===== config.mk =====
export PLATFORM = sky130hd
export DESIGN_NAME = dest_track_pipe
export DESIGN_NICKNAME = d
export VERILOG_FILES = /design/src/rtl/dest_track_pipe_pkg.sv /design/src/rtl/dest_track_pipe_hazard_detect.sv /design/src/rtl/dest_track_pipe.sv
export SDC_FILE = /design/constraint.sdc
export NUM_CORES = 1
export LEC_CHECK = 0
export ABC_CLOCK_PERIOD_IN_PS = 4300
export CORE_ASPECT_RATIO = 0.8
export CORE_MARGIN = 8
export CORE_UTILIZATION = 39
export CTS_CLUSTER_DIAMETER = 150
export DETAILED_ROUTE_END_ITERATION = 10
export GPL_TIMING_DRIVEN = 0
export HOLD_SLACK_MARGIN = 0.06
export PLACE_DENSITY = 0.78
export SYNTH_ARGS = -nofsm -noshare
export SYNTH_HDL_FRONTEND = slang
export SYNTH_SLANG_ARGS = --single-unit

===== constraint.sdc =====
create_clock -name clk -period 4.3 [get_ports clk]
set_clock_uncertainty 0.15 [all_clocks]
set_input_delay 1.075 -clock clk [delete_from_list [all_inputs] [get_ports clk]]
set_output_delay 1.075 -clock clk [all_outputs]
set_load 0.02 [all_outputs]

===== src/rtl/dest_track_pipe_pkg.sv =====
// Shared widths, the register-0 constant and the ID/EX bubble control value
// for the destination-tracking pipeline.
package dest_track_pipe_pkg;

  localparam int DEF_DATA_W = 32;
  localparam int DEF_REG_AW = 5;
  localparam int DEF_CNT_W  = 16;

  localparam logic [DEF_REG_AW-1:0] REG_ZERO = '0;

  typedef struct packed {
    logic reg_write;
    logic mem_read;
  } ctrl_t;

  localparam ctrl_t CTRL_BUBBLE = '{reg_write: 1'b0, mem_read: 1'b0};

endpackage


===== src/rtl/dest_track_pipe_hazard_detect.sv =====
// Combinational stall equations for hazards that ID-stage forwarding cannot
// cover: load-use, and branch operands still being produced in EX or by a load in MEM.
module hazard_detect
  import dest_track_pipe_pkg::*;
#(
  parameter int REG_AW = DEF_REG_AW
) (
  input  logic [REG_AW-1:0] rs,
  input  logic [REG_AW-1:0] rt,
  input  logic              branch,
  input  logic              id_ex_reg_write,
  input  logic              id_ex_mem_read,
  input  logic [REG_AW-1:0] id_ex_wr,
  input  logic              ex_mem_mem_read,
  input  logic [REG_AW-1:0] ex_mem_wr,
  output logic              stall
);

  // Register 0 is hard-wired, so a zero destination never creates a dependency.
  function automatic logic uses(input logic [REG_AW-1:0] d,
                                input logic [REG_AW-1:0] a,
                                input logic [REG_AW-1:0] b);
    return (d != '0) && ((d == a) || (d == b));
  endfunction

  logic load_use, br_ex, br_mem;

  assign load_use = id_ex_mem_read && uses(id_ex_wr, rs, rt);
  assign br_ex    = branch && id_ex_reg_write && uses(id_ex_wr, rs, rt);
  assign br_mem   = branch && ex_mem_mem_read && uses(ex_mem_wr, rs, rt);
  assign stall    = load_use | br_ex | br_mem;

endmodule


===== src/rtl/dest_track_pipe.sv =====
// ID/EX, EX/MEM and MEM/WB destination/control/data tracking for ID-stage
// forwarding, with hazard stall generation and a saturating stall counter.
module dest_track_pipe
  import dest_track_pipe_pkg::*;
#(
  parameter int DATA_W = DEF_DATA_W,
  parameter int REG_AW = DEF_REG_AW,
  parameter int CNT_W  = DEF_CNT_W
) (
  input  logic              clk,
  input  logic              reset,
  input  logic [REG_AW-1:0] IF_ID_rs,
  input  logic [REG_AW-1:0] IF_ID_rt,
  input  logic              ID_Branch,
  input  logic              ID_RegWrite,
  input  logic              ID_MemRead,
  input  logic [REG_AW-1:0] ID_Write_register,
  input  logic [DATA_W-1:0] EX_ALU_out,
  input  logic [DATA_W-1:0] MEM_Read_data,
  input  logic              flush_ID_EX,
  output logic              ID_EX_RegWrite,
  output logic              ID_EX_MemRead,
  output logic [REG_AW-1:0] ID_EX_Write_register,
  output logic              EX_MEM_RegWrite,
  output logic              EX_MEM_MemRead,
  output logic [REG_AW-1:0] EX_MEM_Write_register,
  output logic [DATA_W-1:0] EX_MEM_data,
  output logic              MEM_WB_RegWrite,
  output logic [REG_AW-1:0] MEM_WB_Write_register,
  output logic [DATA_W-1:0] MEM_WB_data,
  output logic              stall_ID,
  output logic [CNT_W-1:0]  stall_count
);

  ctrl_t id_ex_ctrl, ex_mem_ctrl;

  assign ID_EX_RegWrite  = id_ex_ctrl.reg_write;
  assign ID_EX_MemRead   = id_ex_ctrl.mem_read;
  assign EX_MEM_RegWrite = ex_mem_ctrl.reg_write;
  assign EX_MEM_MemRead  = ex_mem_ctrl.mem_read;

  hazard_detect #(.REG_AW(REG_AW)) u_hazard (
    .rs              (IF_ID_rs),
    .rt              (IF_ID_rt),
    .branch          (ID_Branch),
    .id_ex_reg_write (id_ex_ctrl.reg_write),
    .id_ex_mem_read  (id_ex_ctrl.mem_read),
    .id_ex_wr        (ID_EX_Write_register),
    .ex_mem_mem_read (ex_mem_ctrl.mem_read),
    .ex_mem_wr       (EX_MEM_Write_register),
    .stall           (stall_ID)
  );

  // NOTE: non-blocking assignments let every stage sample the previous stage's
  // old value on the same edge, which is what makes this a shift pipeline.
  always_ff @(posedge clk or posedge reset) begin
    if (reset) begin
      id_ex_ctrl            <= CTRL_BUBBLE;
      ID_EX_Write_register  <= '0;
      ex_mem_ctrl           <= CTRL_BUBBLE;
      EX_MEM_Write_register <= '0;
      EX_MEM_data           <= '0;
      MEM_WB_RegWrite       <= 1'b0;
      MEM_WB_Write_register <= '0;
      MEM_WB_data           <= '0;
      stall_count           <= '0;
    end else begin
      // A held or killed instruction leaves a bubble; a coincident stall and flush is one bubble.
      if (stall_ID || flush_ID_EX) begin
        id_ex_ctrl           <= CTRL_BUBBLE;
        ID_EX_Write_register <= REG_AW'(REG_ZERO);
      end else begin
        id_ex_ctrl           <= '{reg_write: ID_RegWrite, mem_read: ID_MemRead};
        ID_EX_Write_register <= ID_Write_register;
      end

      ex_mem_ctrl           <= id_ex_ctrl;
      EX_MEM_Write_register <= ID_EX_Write_register;
      EX_MEM_data           <= EX_ALU_out;

      MEM_WB_RegWrite       <= ex_mem_ctrl.reg_write;
      MEM_WB_Write_register <= EX_MEM_Write_register;
      MEM_WB_data           <= ex_mem_ctrl.mem_read ? MEM_Read_data : EX_MEM_data;

      if (stall_ID && (stall_count != '1))
        stall_count <= stall_count + CNT_W'(1);
    end
  end

endmodule


==> results.yml, run 1 <==
synth:
  synth_enable_flop_cells: 0
  yosys.cell_count.top_type: "dfrtp_1"
  ys_seq_area_share_pct: 69.59
  synth_ff_type: "dfrtp_1"
  synth_top_area_share_pct: 69.59
  ys_types: 31
  synth_top_area_cell: "dfrtp_1"
  synth.avg_cell_area_um2: 15.17
  synth.area.top_cells: "dfrtp_1, mux2_2, xnor2_1"
  synth.cell_area_um2: 3596
  async_reset_ff_share_pct: 100.0
  synth.top_cells.by_count: "dfrtp_1, mux2_2, xnor2_1"
  syn_inst: 237
  yosysWarningCount: 0
  ys_ff_latch: 100
  syn-num-nets: 323
clock_network:
  clock-sinks: 100
  cts.htree.levels: 3
  clock_latency_ps: 330
  clk_pin_slew_ps: 60
  cts_buffers: 9
  root_buffer: "clkbuf_16"
  cts_setup_buffers: 0
  clock_path_buffers: 2
  tritoncts: "built"
timing:
  period_minus_slack_ps: 4115
  finalSetupTns_ps: 0
  slew_violations: 0
  setup_viol: 0
  slew_headroom_pct: 58.82
  tightest_slew_ps: 617.7
  fin_crit_sh_pct: 95.71
  rsz0062_at_grt: "false"
  max_freq_mhz: 243.0
  hold_viol_final: 0
setup_path:
  crit_path_top_delay_cell: "clkdlybuf4s50_1"
  endpoint_kind: "primary output"
  worst_setup_path_start_kind: "input port"
  critical_path_buf_inv_count: 4
  timing.rr.start: "EX_MEM_Write_register[1]"
  path_class: "input port to primary output"
  slowest_delay_ps: 550
  critPathTopFamily: "buffers and inverters"
  rrSetupSlack_ps: 2140
  worstRegToRegCells: 6
  worstReg2RegEnd: "stall_count[5]"
  crit_required_ps: 3070
  cp_max_fo: 10
  cp.arrival_ps: 2890
  cp_cell_sequence: "clkdlybuf4s50_1, xnor2_1, nand3_1, o22ai_1, a22oi_4, buf_6, inv_1, dlygate4sd2_1"
global_routing:
  overflow: 0
  grt_start_max_net_pins: 57
  grt_pass1_vias: 2788
  grt_pass1_wl_um: 15460
  antenna_found_initial: 0
  track_usage_pct: 16.08
power_and_ir_drop:
  ir_worst_vdd_mv: 0.2589
  power_density_nw_per_um2: 367.6
  power_frac_clock_pct: 33.3
  seqPwrFrac_pct: 48.1
  power_leakage_nw: 2.547
  p_switching_mw: 0.5491
  comb_power_share_pct: 18.7
  swShare_pct: 25.37
  p_int_mw: 1.615
floorplanning:
  start_util_pct: 39.96
  io_pins: 186
  chipHeight_um: 101.9
  core_um2: 8999
  die_area_um2: 12570
  core.rowCount: 31
  dieWidth_um: 123.4
route:
  vias: 2577
  drt_iter0_drc: 93
  post_drt_wl_per_cell_um: 18.11
  viasPerCell: 4.660
  drc: 0
  drt.antenna.violating_nets: 0
  routed_wl_um: 10010
  drt-pass1-iter-count: 4
placement:
  placed_area_um2: 5622
  gp_congestion: 0.7753
  hpwl_um: 7886
  port_buffers: 185
  dp.cells: 538
cells_and_area:
  stdcell_count: 553
  syn2layout_area_growth_pct: 63.74
  num_antenna_cells: 0
  finalInstanceArea_um2: 5888
  nNetsFinal: 520
  post-route-util_pct: 65.43
  drive_gt1_share_pct: 13.24
min_path:
  hold_path_class: "register to register"
  min_delay_worst_endpoint: "MEM_WB_RegWrite"
  hold_start: "EX_MEM_RegWrite"
  worstHoldPathCells: 0
flow_run:
  maxCapViolCount: 0
run_status:
  status: "finished, final reports clean"
## layout make-up
class                   count  area (um2)
repair buffers            186        1878
clock inverters             6       42.54
inverters                   3       13.76
flip-flops and latches    100        2502
well taps                 115       143.9
fillers                   741        3110
clock buffers               9       225.2
multi-input cells         128        1049
plain buffers               6       33.78
## routing by layer
layer  vias to the layer above  global-route usage (%)  share of wire, %
met3                        10                   6.461                10
met5                         -                       0                 0
met1                      1265                   18.45                39
li1                       1201                       -                 -
met2                       101                   27.59                50
met4                         0                   3.786               1.1
## sequential cells by signal (all words and copies together) (netlist names)
signal and flops:
EX_MEM_data 32, MEM_WB_data 32, stall_count 16, EX_MEM_Write_register 5, ID_EX_Write_register 5, MEM_WB_Write_register 5, EX_MEM_MemRead 1, EX_MEM_RegWrite 1
ID_EX_MemRead 1, ID_EX_RegWrite 1, MEM_WB_RegWrite 1
## power groups by stage
| stage | Sequential (mW) | Clock [mW] | Combinational, mW |
|---|---|---|---|
| floorplan | 1.13 | 0 | 0.0949 |
| global placement | 1.06 | 0 | 0.401 |
| detailed placement | 1.06 | 0 | 0.410 |
| CTS | 1.04 | 0.743 | 0.411 |
| global route | 1.05 | 0.781 | 0.431 |
| finish | 1.04 | 0.720 | 0.404 |
## cell usage in the layout (no fill, tap or decap), types with 2 or more instances in the layout
cell	count
mux2_2	32
clkinvlp_4	2
clkbuf_16	9
clkinv_4	2
clkbuf_1	4
o22ai_1	2
nor3_1	10
clkdlybuf4s50_1	184
inv_1	2
nor2_1	2
dfrtp_1	100
and3_1	2
nor2_2	2
nand3_1	10
xor2_1	14
xnor2_1	21
and2_1	7
a21oi_1	2
nand2_1	9
nor4_1	2
clkinv_2	2
## per-stage QoR
| step | hold WS [ps] | worst slack, ps | total power [mW] |
|---|---|---|---|
| after floorplan | 343.6 | 456.2 | 1.226 |
| after global placement | 218.1 | -934.3 | 1.458 |
| after detailed placement | 225.9 | -77.98 | 1.469 |
| after CTS | 240.6 | 179.4 | 2.196 |
| after global routing | 253.2 | 94.96 | 2.260 |
| final | 235.6 | 184.6 | 2.164 |
## timing repair
item	4_1_cts	5_1_grt
endpoints found under the setup margin	1	0
resized for setup	1	0
hold buffers	0	0
hold endpoints to repair	0	0
## worst max path at each step
| stage | from | end | slack (ps) | cells past startpoint |
|---|---|---|---|---|
| floorplan | reset | EX_MEM_MemRead | 460 | 1 |
| global placement | reset | stall_count[15] | -930 | 2 |
| detailed placement | IF_ID_rt[4] | stall_ID | -80 | 8 |
| CTS | IF_ID_rt[4] | stall_ID | 180 | 8 |
| global route | IF_ID_rt[4] | stall_ID | 90 | 8 |
| finish | IF_ID_rt[4] | stall_ID | 180 | 8 |
## worst register-to-register path, stage by stage (launching register included)
cell     delay [ps]
dfrtp_1         440
or3_1           390
o311a_1         330
a22oi_4         320
buf_6           200
nor3_1           70
xor2_1          140
## cells by family (layout without fill, tap and decap cells)
family | Yosys count | in the layout | share of synthesized area [%]
buffers and inverters | 9 | 210 | 1.253
xor gates and xnor gates | 35 | 35 | 8.525
AOI/OAI and AO/OA | 6 | 6 | 1.496
and+or+nand+nor | 53 | 53 | 8.351
muxes | 33 | 33 | 10.44
DFF | 100 | 100 | 69.59
adders and majority gates | 1 | 1 | 0.3479
(Power assumes the default switching activity.)
==> inputs of run 2 (changes only) <==
--- a/config.mk
+++ b/config.mk
@@ -6,7 +6,7 @@
 export NUM_CORES = 1
 export LEC_CHECK = 0
 export ABC_CLOCK_PERIOD_IN_PS = 4300
-export CORE_ASPECT_RATIO = 0.8
+export CORE_ASPECT_RATIO = 1.2
 export CORE_MARGIN = 8
 export CORE_UTILIZATION = 39
 export CTS_CLUSTER_DIAMETER = 150
==> results.yml, run 2 (same netlist as run 1, synthesis figures left out) <==
run_status:
  status: "finished, final reports clean"
clock_network:
  cts_resized: 2
  clock_latency_ps: 360
  tritoncts: "built"
  cts_buffers: 9
  cts.htree.levels: 3
  cts_hold_buf: 0
  clock_path_buffers: 2
  root_buffer: "clkbuf_8"
  clock-sinks: 100
  clk_pin_slew_ps: 90
  cts_setup_buffers: 0
cells_and_area:
  drive_gt1_share_pct: 13.67
  nNetsFinal: 520
  finalInstanceArea_um2: 5817
  syn2layout_area_growth_pct: 61.76
  n_fill_cell: 647
  stdcell_count: 559
  reg_top3: "EX_MEM_data: 32 flops, MEM_WB_data: 32 flops, stall_count: 16 flops"
  num_antenna_cells: 0
  final_cell_mix: "clkdlybuf4s50_1, dfrtp_1, mux2_2"
  final_common_cell: "clkdlybuf4s50_1"
timing:
  rsz0062_at_grt: "false"
  hold_viol_final: 0
  fin_crit_sh_pct: 94.22
  hold_slack_ps: 233.4
  setup_viol: 0
  tightest_slew_ps: 652.3
  slew_headroom_pct: 56.51
  slew_violations: 0
  period_minus_slack_ps: 4052
  max_freq_mhz: 246.8
global_routing:
  antenna_found_initial: 0
  track_usage_pct: 16.20
  grt_pass1_vias: 2831
  grt_pass1_wl_um: 15900
  overflow: 0
  grt_start_max_net_pins: 52
floorplanning:
  core_um2: 8986
  dieWidth_um: 103.7
  die_area_um2: 12560
  io_pins: 186
  start_util_pct: 40.02
  core.rowCount: 38
  chipHeight_um: 121.2
setup_path:
  slowest_delay_ps: 530
  crit_path_top_delay_cell: "clkdlybuf4s50_1"
  worstRegToRegCells: 5
  timing.rr.start: "EX_MEM_Write_register[1]"
  worstReg2RegEnd: "stall_count[1]"
  path_class: "input port to primary output"
  endpoint_kind: "primary output"
  worst_setup_path_start_kind: "input port"
  cp.arrival_ps: 2830
  cp_cell_sequence: "clkdlybuf4s50_1, xnor2_1, nand3_1, o22ai_1, a22oi_4, buf_6, inv_1, dlygate4sd2_1"
  rrSetupSlack_ps: 2120
  critical_path_buf_inv_count: 4
  crit_required_ps: 3070
  cp_max_fo: 10
  critPathTopFamily: "buffers and inverters"
route:
  drt-pass1-iter-count: 4
  viasPerCell: 4.612
  drt_iter0_drc: 48
  vias: 2578
  drt.antenna.violating_nets: 0
  drc: 0
  post_drt_wl_per_cell_um: 17.82
  routed_wl_um: 9960
placement:
  port_buffers: 185
  dp.cells: 543
  gp_congestion: 0.8106
  placed_area_um2: 5628
  hpwl_um: 7833
power_and_ir_drop:
  power_density_nw_per_um2: 343.4
  seqPwrFrac_pct: 52.0
  comb_power_share_pct: 20.2
  swShare_pct: 27.10
  power_frac_clock_pct: 27.8
  p_int_mw: 1.456
  power_leakage_nw: 2.509
  p_switching_mw: 0.5413
  total_power_mw: 1.998
  ir_worst_vdd_mv: 0.2034
min_path:
  worstHoldPathCells: 0
  hold_path_class: "register to register"
  min_delay_worst_endpoint: "MEM_WB_RegWrite"
  hold_start: "EX_MEM_RegWrite"
flow_run:
  maxCapViolCount: 0
==> run 2: cell types whose count changed in the layout (fill, tap and decap cells not counted), sizes merged <==
cell | before | now
clkbuf | 13 | 14
clkinv | 4 | 2
inv | 3 | 5
==> run 2: final cells by class <==
type | instances | area, um2 | area share, %
buffer | 6 | 33.78 | 0.5808
clock buffer | 10 | 137.6 | 2.366
clock inverter | 6 | 46.29 | 0.7959
inverter | 3 | 13.76 | 0.2366
multi-input combinational | 128 | 1055 | 18.13
sequential | 100 | 2502 | 43.02
tap | 120 | 150.1 | 2.581
timing repair buffer | 186 | 1878 | 32.29
==> run 2: how the worst max path moves through the flow <==
stage | startpoint | to | slack (ps) | depth (start not counted)
finish | IF_ID_rt[4] | stall_ID | 250 | 8
global route | IF_ID_rt[4] | stall_ID | 190 | 8
CTS | IF_ID_rt[2] | stall_ID | 240 | 8
detailed placement | IF_ID_rs[4] | stall_ID | -50 | 8
global placement | reset | stall_count[7] | -960 | 2
floorplan | reset | EX_MEM_MemRead | 460 | 1
==> run 2: power groups by stage <==
| stage | registers, mW | logic, mW | clock network, mW |
|---|---|---|---|
| 6_report | 1.04 | 0.403 | 0.556 |
| 5_1_grt | 1.05 | 0.429 | 0.617 |
| 4_1_cts | 1.04 | 0.410 | 0.581 |
| 3_5_place_dp | 1.06 | 0.407 | 0 |
| 3_3_place_gp | 1.06 | 0.399 | 0 |
| 2_1_floorplan | 1.13 | 0.0949 | 0 |
==> run 2: through the flow <==
stage | TNS [ps] | setup slack [ps] | utilization, %
after floorplan | 0 | 456.2 | -
after global placement | -95650 | -960.7 | 62.29
after detailed placement | -45.13 | -45.13 | 62.63
after CTS | 0 | 240.7 | 64.73
after global routing | 0 | 188.3 | 64.73
final | 0 | 248.4 | 64.73
==> run 2: routing by layer <==
layer | up-vias | track usage, % | wire length, um
li1 | 1193 | - | -
met3 | 15 | 5.048 | 689
met5 | - | 0 | 0
met2 | 113 | 27.99 | 5110
met1 | 1257 | 17.91 | 3934
met4 | 0 | 7.706 | 226
